File: src/rtl/button_pkg.sv
// button_pkg: shared types and helpers for the button conditioner.
//   btn_state_t : per-channel debounce / auto-repeat FSM state
//   cnt_width   : counter width able to hold 0 .. max_count-1 (never 0 bits)
//   max_int     : larger of two integers, for sizing a shared counter
package button_pkg;

  typedef enum logic [2:0] {
    ST_RELEASED     = 3'd0,
    ST_PRESS_PEND   = 3'd1,
    ST_HELD_DELAY   = 3'd2,
    ST_HELD_REPEAT  = 3'd3,
    ST_RELEASE_PEND = 3'd4
  } btn_state_t;

  function automatic int cnt_width(input int max_count);
    int w;
    w = $clog2(max_count);
    return (w < 1) ? 1 : w;
  endfunction

  function automatic int max_int(input int a, input int b);
    return (a > b) ? a : b;
  endfunction

endpackage

File: src/rtl/button_channel.sv
// button_channel: one conditioned button.
//   clock, reset   : sole clock, synchronous active-high reset
//   raw            : asynchronous button input
//   repeat_en      : auto-repeat enable (synchronous)
//   level          : debounced level
//   press          : one-cycle strobe on level 0->1
//   release_stb    : one-cycle strobe on level 1->0
//   repeat_stb     : one-cycle auto-repeat strobe while held
// The strobe ports carry a _stb suffix because "release" and "repeat" are
// reserved words in SystemVerilog.
module button_channel
  import button_pkg::*;
#(
  parameter int STABLE_CYCLES = 1_000_000,
  parameter int SYNC_STAGES   = 2,
  parameter int REPEAT_DELAY  = 50_000_000,
  parameter int REPEAT_PERIOD = 10_000_000
) (
  input  logic clock,
  input  logic reset,
  input  logic raw,
  input  logic repeat_en,
  output logic level,
  output logic press,
  output logic release_stb,
  output logic repeat_stb
);

  localparam int SC_W = cnt_width(STABLE_CYCLES);
  localparam int RC_W = cnt_width(max_int(REPEAT_DELAY, REPEAT_PERIOD));

  localparam logic [SC_W-1:0] SC_ZERO = {SC_W{1'b0}};
  localparam logic [SC_W-1:0] SC_ONE  = SC_W'(1);
  localparam logic [SC_W-1:0] SC_LAST = SC_W'(STABLE_CYCLES - 1);
  localparam logic [RC_W-1:0] RC_ZERO = {RC_W{1'b0}};
  localparam logic [RC_W-1:0] RC_ONE  = RC_W'(1);
  localparam logic [RC_W-1:0] RC_DELAY_LAST  = RC_W'(REPEAT_DELAY - 1);
  localparam logic [RC_W-1:0] RC_PERIOD_LAST = RC_W'(REPEAT_PERIOD - 1);

  logic [SYNC_STAGES-1:0] sync_q, sync_d;
  btn_state_t             state_q, state_d;
  logic [SC_W-1:0]        sc_q, sc_d;
  logic [RC_W-1:0]        rc_q, rc_d;
  logic                   level_q, level_d;
  logic                   press_q, press_d;
  logic                   release_q, release_d;
  logic                   repeat_q, repeat_d;
  logic                   s;

  // Synchroniser chain: bit 0 samples raw, the top bit is the usable value s.
  always_comb begin
    sync_d = {sync_q[SYNC_STAGES-2:0], raw};
  end

  assign s = sync_q[SYNC_STAGES-1];

  // Next-state logic for debounce window, level, strobes and repeat timer.
  always_comb begin
    state_d   = state_q;
    sc_d      = sc_q;
    rc_d      = rc_q;
    level_d   = level_q;
    press_d   = 1'b0;
    release_d = 1'b0;
    repeat_d  = 1'b0;
    case (state_q)
      ST_RELEASED: begin
        if (s) begin
          state_d = ST_PRESS_PEND;
          sc_d    = SC_ONE;
        end else begin
          sc_d = SC_ZERO;
        end
      end
      ST_PRESS_PEND: begin
        if (!s) begin
          // a single cycle of agreement discards the whole window
          state_d = ST_RELEASED;
          sc_d    = SC_ZERO;
        end else if (sc_q == SC_LAST) begin
          state_d = ST_HELD_DELAY;
          sc_d    = SC_ZERO;
          rc_d    = RC_ZERO;
          level_d = 1'b1;
          press_d = 1'b1;
        end else begin
          sc_d = sc_q + SC_ONE;
        end
      end
      ST_HELD_DELAY, ST_HELD_REPEAT: begin
        if (!s) begin
          // rc is left untouched; every exit from RELEASE_PEND reloads it
          state_d = ST_RELEASE_PEND;
          sc_d    = SC_ONE;
        end else if (!repeat_en) begin
          state_d = ST_HELD_DELAY;
          rc_d    = RC_ZERO;
        end else if (state_q == ST_HELD_DELAY) begin
          if (rc_q == RC_DELAY_LAST) begin
            state_d  = ST_HELD_REPEAT;
            rc_d     = RC_ZERO;
            repeat_d = 1'b1;
          end else begin
            rc_d = rc_q + RC_ONE;
          end
        end else begin
          if (rc_q == RC_PERIOD_LAST) begin
            rc_d     = RC_ZERO;
            repeat_d = 1'b1;
          end else begin
            rc_d = rc_q + RC_ONE;
          end
        end
      end
      ST_RELEASE_PEND: begin
        if (s) begin
          // glitch while held: silently resume holding, repeat delay restarts
          state_d = ST_HELD_DELAY;
          sc_d    = SC_ZERO;
          rc_d    = RC_ZERO;
        end else if (sc_q == SC_LAST) begin
          state_d   = ST_RELEASED;
          sc_d      = SC_ZERO;
          rc_d      = RC_ZERO;
          level_d   = 1'b0;
          release_d = 1'b1;
        end else begin
          sc_d = sc_q + SC_ONE;
        end
      end
      default: begin
        state_d = ST_RELEASED;
        sc_d    = SC_ZERO;
        rc_d    = RC_ZERO;
        level_d = 1'b0;
      end
    endcase
  end

  // State, counter and output registers with synchronous reset.
  always_ff @(posedge clock) begin
    if (reset) begin
      sync_q    <= {SYNC_STAGES{1'b0}};
      state_q   <= ST_RELEASED;
      sc_q      <= SC_ZERO;
      rc_q      <= RC_ZERO;
      level_q   <= 1'b0;
      press_q   <= 1'b0;
      release_q <= 1'b0;
      repeat_q  <= 1'b0;
    end else begin
      sync_q    <= sync_d;
      state_q   <= state_d;
      sc_q      <= sc_d;
      rc_q      <= rc_d;
      level_q   <= level_d;
      press_q   <= press_d;
      release_q <= release_d;
      repeat_q  <= repeat_d;
    end
  end

  assign level       = level_q;
  assign press       = press_q;
  assign release_stb = release_q;
  assign repeat_stb  = repeat_q;

endmodule

File: src/rtl/button_conditioner.sv
// button_conditioner: CHANNELS independent push-button conditioners.
//   clock, reset   : sole clock, synchronous active-high reset
//   raw            : asynchronous button inputs, active-high
//   repeat_en      : per-channel auto-repeat enable
//   level          : debounced levels
//   press          : one-cycle strobes on level 0->1
//   release_stb    : one-cycle strobes on level 1->0
//   repeat_stb     : one-cycle auto-repeat strobes
module button_conditioner
  import button_pkg::*;
#(
  parameter int CHANNELS      = 5,
  parameter int STABLE_CYCLES = 1_000_000,
  parameter int SYNC_STAGES   = 2,
  parameter int REPEAT_DELAY  = 50_000_000,
  parameter int REPEAT_PERIOD = 10_000_000
) (
  input  logic                clock,
  input  logic                reset,
  input  logic [CHANNELS-1:0] raw,
  input  logic [CHANNELS-1:0] repeat_en,
  output logic [CHANNELS-1:0] level,
  output logic [CHANNELS-1:0] press,
  output logic [CHANNELS-1:0] release_stb,
  output logic [CHANNELS-1:0] repeat_stb
);

  for (genvar i = 0; i < CHANNELS; i++) begin : g_ch
    button_channel #(
      .STABLE_CYCLES(STABLE_CYCLES),
      .SYNC_STAGES  (SYNC_STAGES),
      .REPEAT_DELAY (REPEAT_DELAY),
      .REPEAT_PERIOD(REPEAT_PERIOD)
    ) u_channel (
      .clock      (clock),
      .reset      (reset),
      .raw        (raw[i]),
      .repeat_en  (repeat_en[i]),
      .level      (level[i]),
      .press      (press[i]),
      .release_stb(release_stb[i]),
      .repeat_stb (repeat_stb[i])
    );
  end

endmodule

File: config.mk
export PLATFORM = sky130hd
export DESIGN_NAME = button_conditioner
export DESIGN_NICKNAME = d
export VERILOG_FILES = /design/src/rtl/button_pkg.sv /design/src/rtl/button_channel.sv /design/src/rtl/button_conditioner.sv
export SDC_FILE = /design/constraint.sdc
export NUM_CORES = 1
export LEC_CHECK = 0
export CORE_MARGIN = 4
export CORE_UTILIZATION = 50
export DETAILED_ROUTE_END_ITERATION = 10
export GPL_TIMING_DRIVEN = 1
export PLACE_DENSITY = 0.76
export SLEW_MARGIN = 20
export SYNTH_ARGS = -nofsm -noshare
export SYNTH_HDL_FRONTEND = slang
export SYNTH_SLANG_ARGS = --single-unit
File: constraint.sdc
create_clock -name clock -period 6.6 [get_ports clock]
set_clock_uncertainty 0.2 [all_clocks]
set_input_delay 1.32 -clock clock [delete_from_list [all_inputs] [get_ports clock]]
set_output_delay 1.32 -clock clock [all_outputs]
set_load 0.01 [all_outputs]
Yosys cells after proc, flatten, opt, wreduce, memory -nomap -nowiden --
Cells that the tools add are included.
Word-level totals: output and inout port bits 20, bits in registers 275, word-level logic and storage cells 390, input port bits 12
Cells by class: bitwise operators 35, equality and inequality tests 90, add/sub/neg operators 10, reduce and logical (&&, ||, !) cells 45, multiplexer cells 170
Operators with widths (count):
- 2-to-1 mux 26 bit | 40
- one-hot mux 26 bit (4 select lines) | 5
- 2-to-1 mux 20 bit | 20
- one-hot mux 20 bit (4 select lines) | 5
- 2-to-1 mux 3 bit | 45
- adder 26 x 1 -> 26 bit, second input constant | 5
- equality test 26 x 24 -> 1 bit, second input constant | 5
- equality test 26 bit, second input constant | 5
- adder 20 x 1 -> 20 bit, second input constant | 5
- equality test 20 bit, second input constant | 5
- one-hot mux 3 bit (4 select lines) | 5
- != test 2 x 1 -> 1 bit, second input constant | 25
- AND reduction 5 bit | 10
- 2-to-1 mux 1 bit | 45
- OR reduction 3 bit | 15
- != test 4 bit, second input constant | 10
- NOT 1 bit | 35
- equality test 3 x 2 -> 1 bit, second input constant | 10
- != test 2 bit, second input constant | 10
- OR reduction 4 bit | 5
- equality test 3 x 1 -> 1 bit, second input constant | 5
- equality test 3 bit, second input constant | 5
- zero test 3 bit | 5
- != test 3 x 1 -> 1 bit, second input constant | 5
- other kinds (4) | 20

Longest topological paths before layout --
depth in word-level cells 6, mapped depth 10, mapped depth without buffers 7

Modules after synthesis --
A second synthesis with hierarchy kept.
Second synthesis, totals: cell total of the unflattened synthesis 1920, area total of the unflattened synthesis 15939.0 um^2
By module, submodules not included:
- button_channel at g_ch[1].u_channel ... | seq. area each 1101.1 um^2, cells an instance 391, times used 2, area an instance 3201.8 um^2
- button_channel at g_ch[4].u_channel | seq. area each 1101.1 um^2, cells an instance 381, times used 1, area an instance 3299.4 um^2
- button_channel at g_ch[3].u_channel | seq. area each 1101.1 um^2, cells an instance 390, times used 1, area an instance 3181.8 um^2
- button_channel at g_ch[0].u_channel | seq. area each 1101.1 um^2, cells an instance 367, times used 1, area an instance 3054.2 um^2

Worst setup path after synthesis --
Ideal clock, no wire load.
path type input to register, start point input port reset, end point register g_ch[1].u_channel.rc_q[0], required time 6268 ps, arrival time 2565 ps, setup slack 3703 ps, setup time 132 ps, cell stages on the path 5, buffers on the path 4, cell sequence buf_1 clkbuf_1 clkbuf_1 clkbuf_1 nor3_1
RTL lines:
- start: declaration | line button_conditioner.sv:19 | input logic reset,
- end signal: assignment | line button_channel.sv:155 | rc_q <= rc_d;
- end: declaration | line button_channel.sv:43 | logic [RC_W-1:0] rc_q, rc_d;
No word-level cell between the ends.

Final worst setup path --
start point register g_ch[4].u_channel.state_q[1], end point register g_ch[4].u_channel.rc_q[10]
Between the ends: cells in the longest elaborated chain, start to end 5, elaborated cells between the ends (all ways) 14, those cells by class 6 x eq/ne; 4 x mux; 1 x bitwise; 3 x reduce/logical
Ends and longest elaborated chain:
- start: declaration | line button_channel.sv:41 | btn_state_t state_q, state_d;
- start signal: assignment | line button_channel.sv:153 | state_q <= state_d;
- equality test 3 x 2 -> 1 bit | line button_channel.sv:66, button_channel.sv:98
- 2-to-1 mux 26 bit | line button_channel.sv:98 | end else if (state_q == ST_HELD_DELAY) begin
- 2-to-1 mux 26 bit | line button_channel.sv:95 | end else if (!repeat_en) begin
- 2-to-1 mux 26 bit | line button_channel.sv:91 | if (!s) begin
- one-hot mux 26 bit (4 select lines) | line button_channel.sv:66 | case (state_q)
- end signal: assignment | line button_channel.sv:155
- end: declaration | line button_channel.sv:43
Parallel ways exist; a longest one is shown, timed or not. The select of a mux whose other input is x is not followed. A chain may end at the register's enable or synchronous reset.

==> run metrics <==
result of the run finished, final reports clean; startpoint of the most critical register-to-register path g_ch[4].u_channel.state_q[1]; final core utilization 0.554; setup TNS 0 ns; fraction of synthesized area in multiplexers 0.0152; shortest clock period the worst path allows after layout 3.65 ns; final-layout fill cell count 2623; Slew headroom 0.344; H-tree depth 1; area of the die 31800 um2; gp weighted congestion 0.913; Max-Cap Viols 0; Port Buf Inserts 31; worst reg2reg path depth 7; Fmax 274 MHz; worst setup slack after placement 2.60 ns; mean area per synthesized cell 7.90 um2; Critical Path Fanout Max 19; data required time of the critical path 6.85 ns; end of the worst register-to-register path g_ch[4].u_channel.rc_q[10]; Pins Over Slew Limit 0; clock latency of the later-clocked register in the worst-skew pair 0.56 ns; Final Hold Slack 0.235 ns; predominant post-synthesis flop cell sky130_fd_sc_hd__dfxtp_1; CTS max path bufs 3; min setup slack post-route 2.95 ns; Tightest Pin Transition 0.984 ns; count of different cell masters after synthesis 85; total length of routed wires 34000 um; combinational family with the most area after synthesis simple AND/OR/NAND/NOR gates; share of total power consumed by net switching 0.217; Chip Width 178 um; final count of negative-setup-slack endpoints 0; post-cts repair resize count 0; layout cell share with drive strength beyond 1 0.0560; iteration count of the initial detailed-routing pass 6; reg-to-reg slack, setup 2.95 ns; die height 178 um; Area contributors post-synth sky130_fd_sc_hd__dfxtp_1 38%, sky130_fd_sc_hd__nand2_1 4.9%, sky130_fd_sc_hd__nor2_1 4.8%, sky130_fd_sc_hd__a21oi_1 4.5%, sky130_fd_sc_hd__nand3_1 3.6%; Root Buffer Master sky130_fd_sc_hd__clkbuf_16; number of antenna violations at the first check in global routing 0; synthesized instance count 1838; layout-stage area growth over the synthesis result 9.47%; sequential share of the synthesized area 0.379; number of remaining DRC errors 0; number of buffers inserted to repair setup after CTS 0; post-CTS clock slew at the launch and capture registers of the worst setup and hold paths 0.06 ns; RSZ-0062 raised after global routing no; arrival time worst endpoint 3.90 ns; post-DR wirelength/cell 15.4 um; internal power 2.76 mW; remaining global-route overflow 0; Routed Antenna Nets 0; xor and xnor area share after synthesis 0.0537; static power due to leakage 5.02 nW; area share of fa/ha/maj cells after synthesis 0.00861; combined area of the multi-input logic cells 8360 um2; pwr dens 222 nW/um2; Sequential cell area 5510 um2; Hold/Removal Path Class reg -> reg; GRT Resource Usage Total 0.210; number of clock sinks 275; nets in the synthesized netlist 1860; area share of and/or/nand/nor cells after synthesis 0.323; ys async rst share 0; Critical Path Sink Type flop; vias per inst 6.03; number of core rows 62; critical path launch point type flop; part of the total power dissipated in sequential elements 0.479; switching power of the nets 0.765 mW; via total after detailed routing 13.3k; wire length of the first global-routing pass 58200 um; Post-synth EDFFs 0; number of antenna diodes 0; hold bufs inserted after CTS 0; #FFs+latches synth 275; violation count after the first detailed-routing iteration 1193; initial core utilization 0.506; pin count of the biggest net entering global routing 50; half-perimeter wire length of the detailed placement result 22900 um; share of the synthesized area in compound gates (AO/OA/AOI/OAI) 0.173; share of the clock period used by the worst path 0.552; cell type contributing the most total cell area after synthesis sky130_fd_sc_hd__dfxtp_1; number of warning messages in the yosys log 0; power consumption 3.53 mW; number of nets in the final layout 1820; netlist area before placement 14500 um2; Final Hold Fails 0; CTS tree yes; number of buffers created by CTS 30; part of the power in the clock network 0.490; Setup CP Type reg -> reg; share of total power in combinational logic 0.032; largest voltage drop on the vdd net 0.230 mV; # IOs 32; via count of the first global-routing pass 12.2k; beginning of the critical path g_ch[4].u_channel.state_q[1]; area share of the leading cell type in the synthesized netlist 0.379; Critical path destination g_ch[4].u_channel.rc_q[10]; core outline area 28700 um2
[state kept, by name, indices dropped and copies added, names as in the netlist]
signal and flops:
g_ch.u_channel.press 5, g_ch.u_channel.release_stb 5, g_ch.u_channel.state_q 15, g_ch.u_channel.level 5
g_ch.u_channel.repeat_stb 5, g_ch.u_channel.sc_q 100, g_ch.u_channel.rc_q 130, g_ch.u_channel.sync_q 10
[per-layer routing]
| metal | vias up | part of all wire | track usage |
|---|---|---|---|
| met4 | 0 | 0.023 | 0.0550 |
| met5 | - | 0 | 0 |
| met3 | 59 | 0.054 | 0.0295 |
| met1 | 6226 | 0.47 | 0.292 |
| met2 | 382 | 0.46 | 0.345 |
| li1 | 6620 | - | - |
[cell usage in the layout, fill, tap and decap left out, types with 11 or more instances in the layout]
cell type / instances
sky130_fd_sc_hd__a21o_1: 13
sky130_fd_sc_hd__clkbuf_8: 11
sky130_fd_sc_hd__nand3_1: 104
sky130_fd_sc_hd__clkdlybuf4s50_1: 30
sky130_fd_sc_hd__or3_1: 11
sky130_fd_sc_hd__nand4_1: 59
sky130_fd_sc_hd__a31oi_1: 33
sky130_fd_sc_hd__o21ai_0: 67
sky130_fd_sc_hd__nor2_1: 187
sky130_fd_sc_hd__mux2i_1: 21
sky130_fd_sc_hd__a21oi_1: 129
sky130_fd_sc_hd__and4_1: 28
sky130_fd_sc_hd__or4_1: 12
sky130_fd_sc_hd__and3_1: 42
sky130_fd_sc_hd__xor2_1: 52
sky130_fd_sc_hd__or2_2: 11
sky130_fd_sc_hd__o21ai_1: 26
sky130_fd_sc_hd__xnor2_1: 37
sky130_fd_sc_hd__nor3_1: 71
sky130_fd_sc_hd__nand2_1: 191
sky130_fd_sc_hd__inv_1: 41
sky130_fd_sc_hd__nor2b_1: 27
sky130_fd_sc_hd__and2_1: 22
sky130_fd_sc_hd__dfxtp_1: 275
sky130_fd_sc_hd__nor4b_1: 12
sky130_fd_sc_hd__nand2b_1: 13
sky130_fd_sc_hd__clkbuf_16: 31
sky130_fd_sc_hd__nor4_1: 36
sky130_fd_sc_hd__nand3b_1: 15
[synthesized netlist by cell type (all sizes together) (11+ instances only)]
cell and count:
a31oi 33, a21o 13, and2 23, nand3b 15, nor2b 27, a21oi 132
nand2b 13, o21ai 96, dfxtp 275, or4 13, and4 28, xnor2 37
clkbuf 70, nor4b 12, and3 42, mux2i 21, nor4 38, buf 42
nand2 191, or2 12, nand4 59, xor2 52, nor2 188, nor3 75
or3 11, inv 41, nand3 104
[layout make-up]
cell class                      instances  share of cell area
Tap cell                              384              0.0302
Sequential cell                       275               0.346
Clock buffer                           48              0.0597
Timing Repair Buffer                   40              0.0236
Inverter                               41             0.00968
Multi-Input combinational cell       1410               0.526
Clock inverter                          6             0.00503
[critical path: stages (launching register included)]
cell and delay, ns:
sky130_fd_sc_hd__dfxtp_1 0.54, sky130_fd_sc_hd__or3b_1 0.46, sky130_fd_sc_hd__or4_4 0.52, sky130_fd_sc_hd__a2111oi_4 0.87
sky130_fd_sc_hd__nor3_2 0.23, sky130_fd_sc_hd__buf_4 0.28, sky130_fd_sc_hd__a21o_1 0.16, sky130_fd_sc_hd__mux2_2 0.25
[logic make-up (layout without fill, tap and decap cells)]
group                    after synthesis  in the layout
multiplexers                          22             22
AO/OA/AOI/OAI                        397            397
AND/OR/NAND/NOR                      892            892
adder cells (fa/ha/maj)               10             10
XOR/XNOR                              89             89
buffers and inverters                153            135
flip-flops                           275            275
[power groups by stage]
stage	clock network [mW]	registers, mW	logic, mW
final	1.73	1.69	0.111
after global routing	1.82	1.69	0.124
after CTS	1.76	1.69	0.110
after detailed placement	0	1.73	0.109
after global placement	0	1.72	0.107
after floorplan	0	1.71	0.0932
[worst min-delay path by stage]
stage / from / to / cells past startpoint
after floorplan: g_ch[0].u_channel.sync_q[0] / g_ch[0].u_channel.sync_q[1] / 1
after detailed placement: g_ch[0].u_channel.sync_q[0] / g_ch[0].u_channel.sync_q[1] / 1
after CTS: g_ch[0].u_channel.sync_q[0] / g_ch[0].u_channel.sync_q[1] / 1
after global routing: g_ch[4].u_channel.sync_q[0] / g_ch[4].u_channel.sync_q[1] / 1
after global placement: g_ch[4].u_channel.sync_q[0] / g_ch[4].u_channel.sync_q[1] / 1
final: g_ch[3].u_channel.sync_q[0] / g_ch[3].u_channel.sync_q[1] / 1
[through the flow]
step / std cells / cell area, um2
finish: 2204 / 15900
global route: 2204 / 15900
CTS: 2204 / 15900
detailed placement: 2150 / 14900
global placement: 2150 / 14900
floorplan: 1838 / 14500
Note: power is estimated with default switching activity, not from simulation.
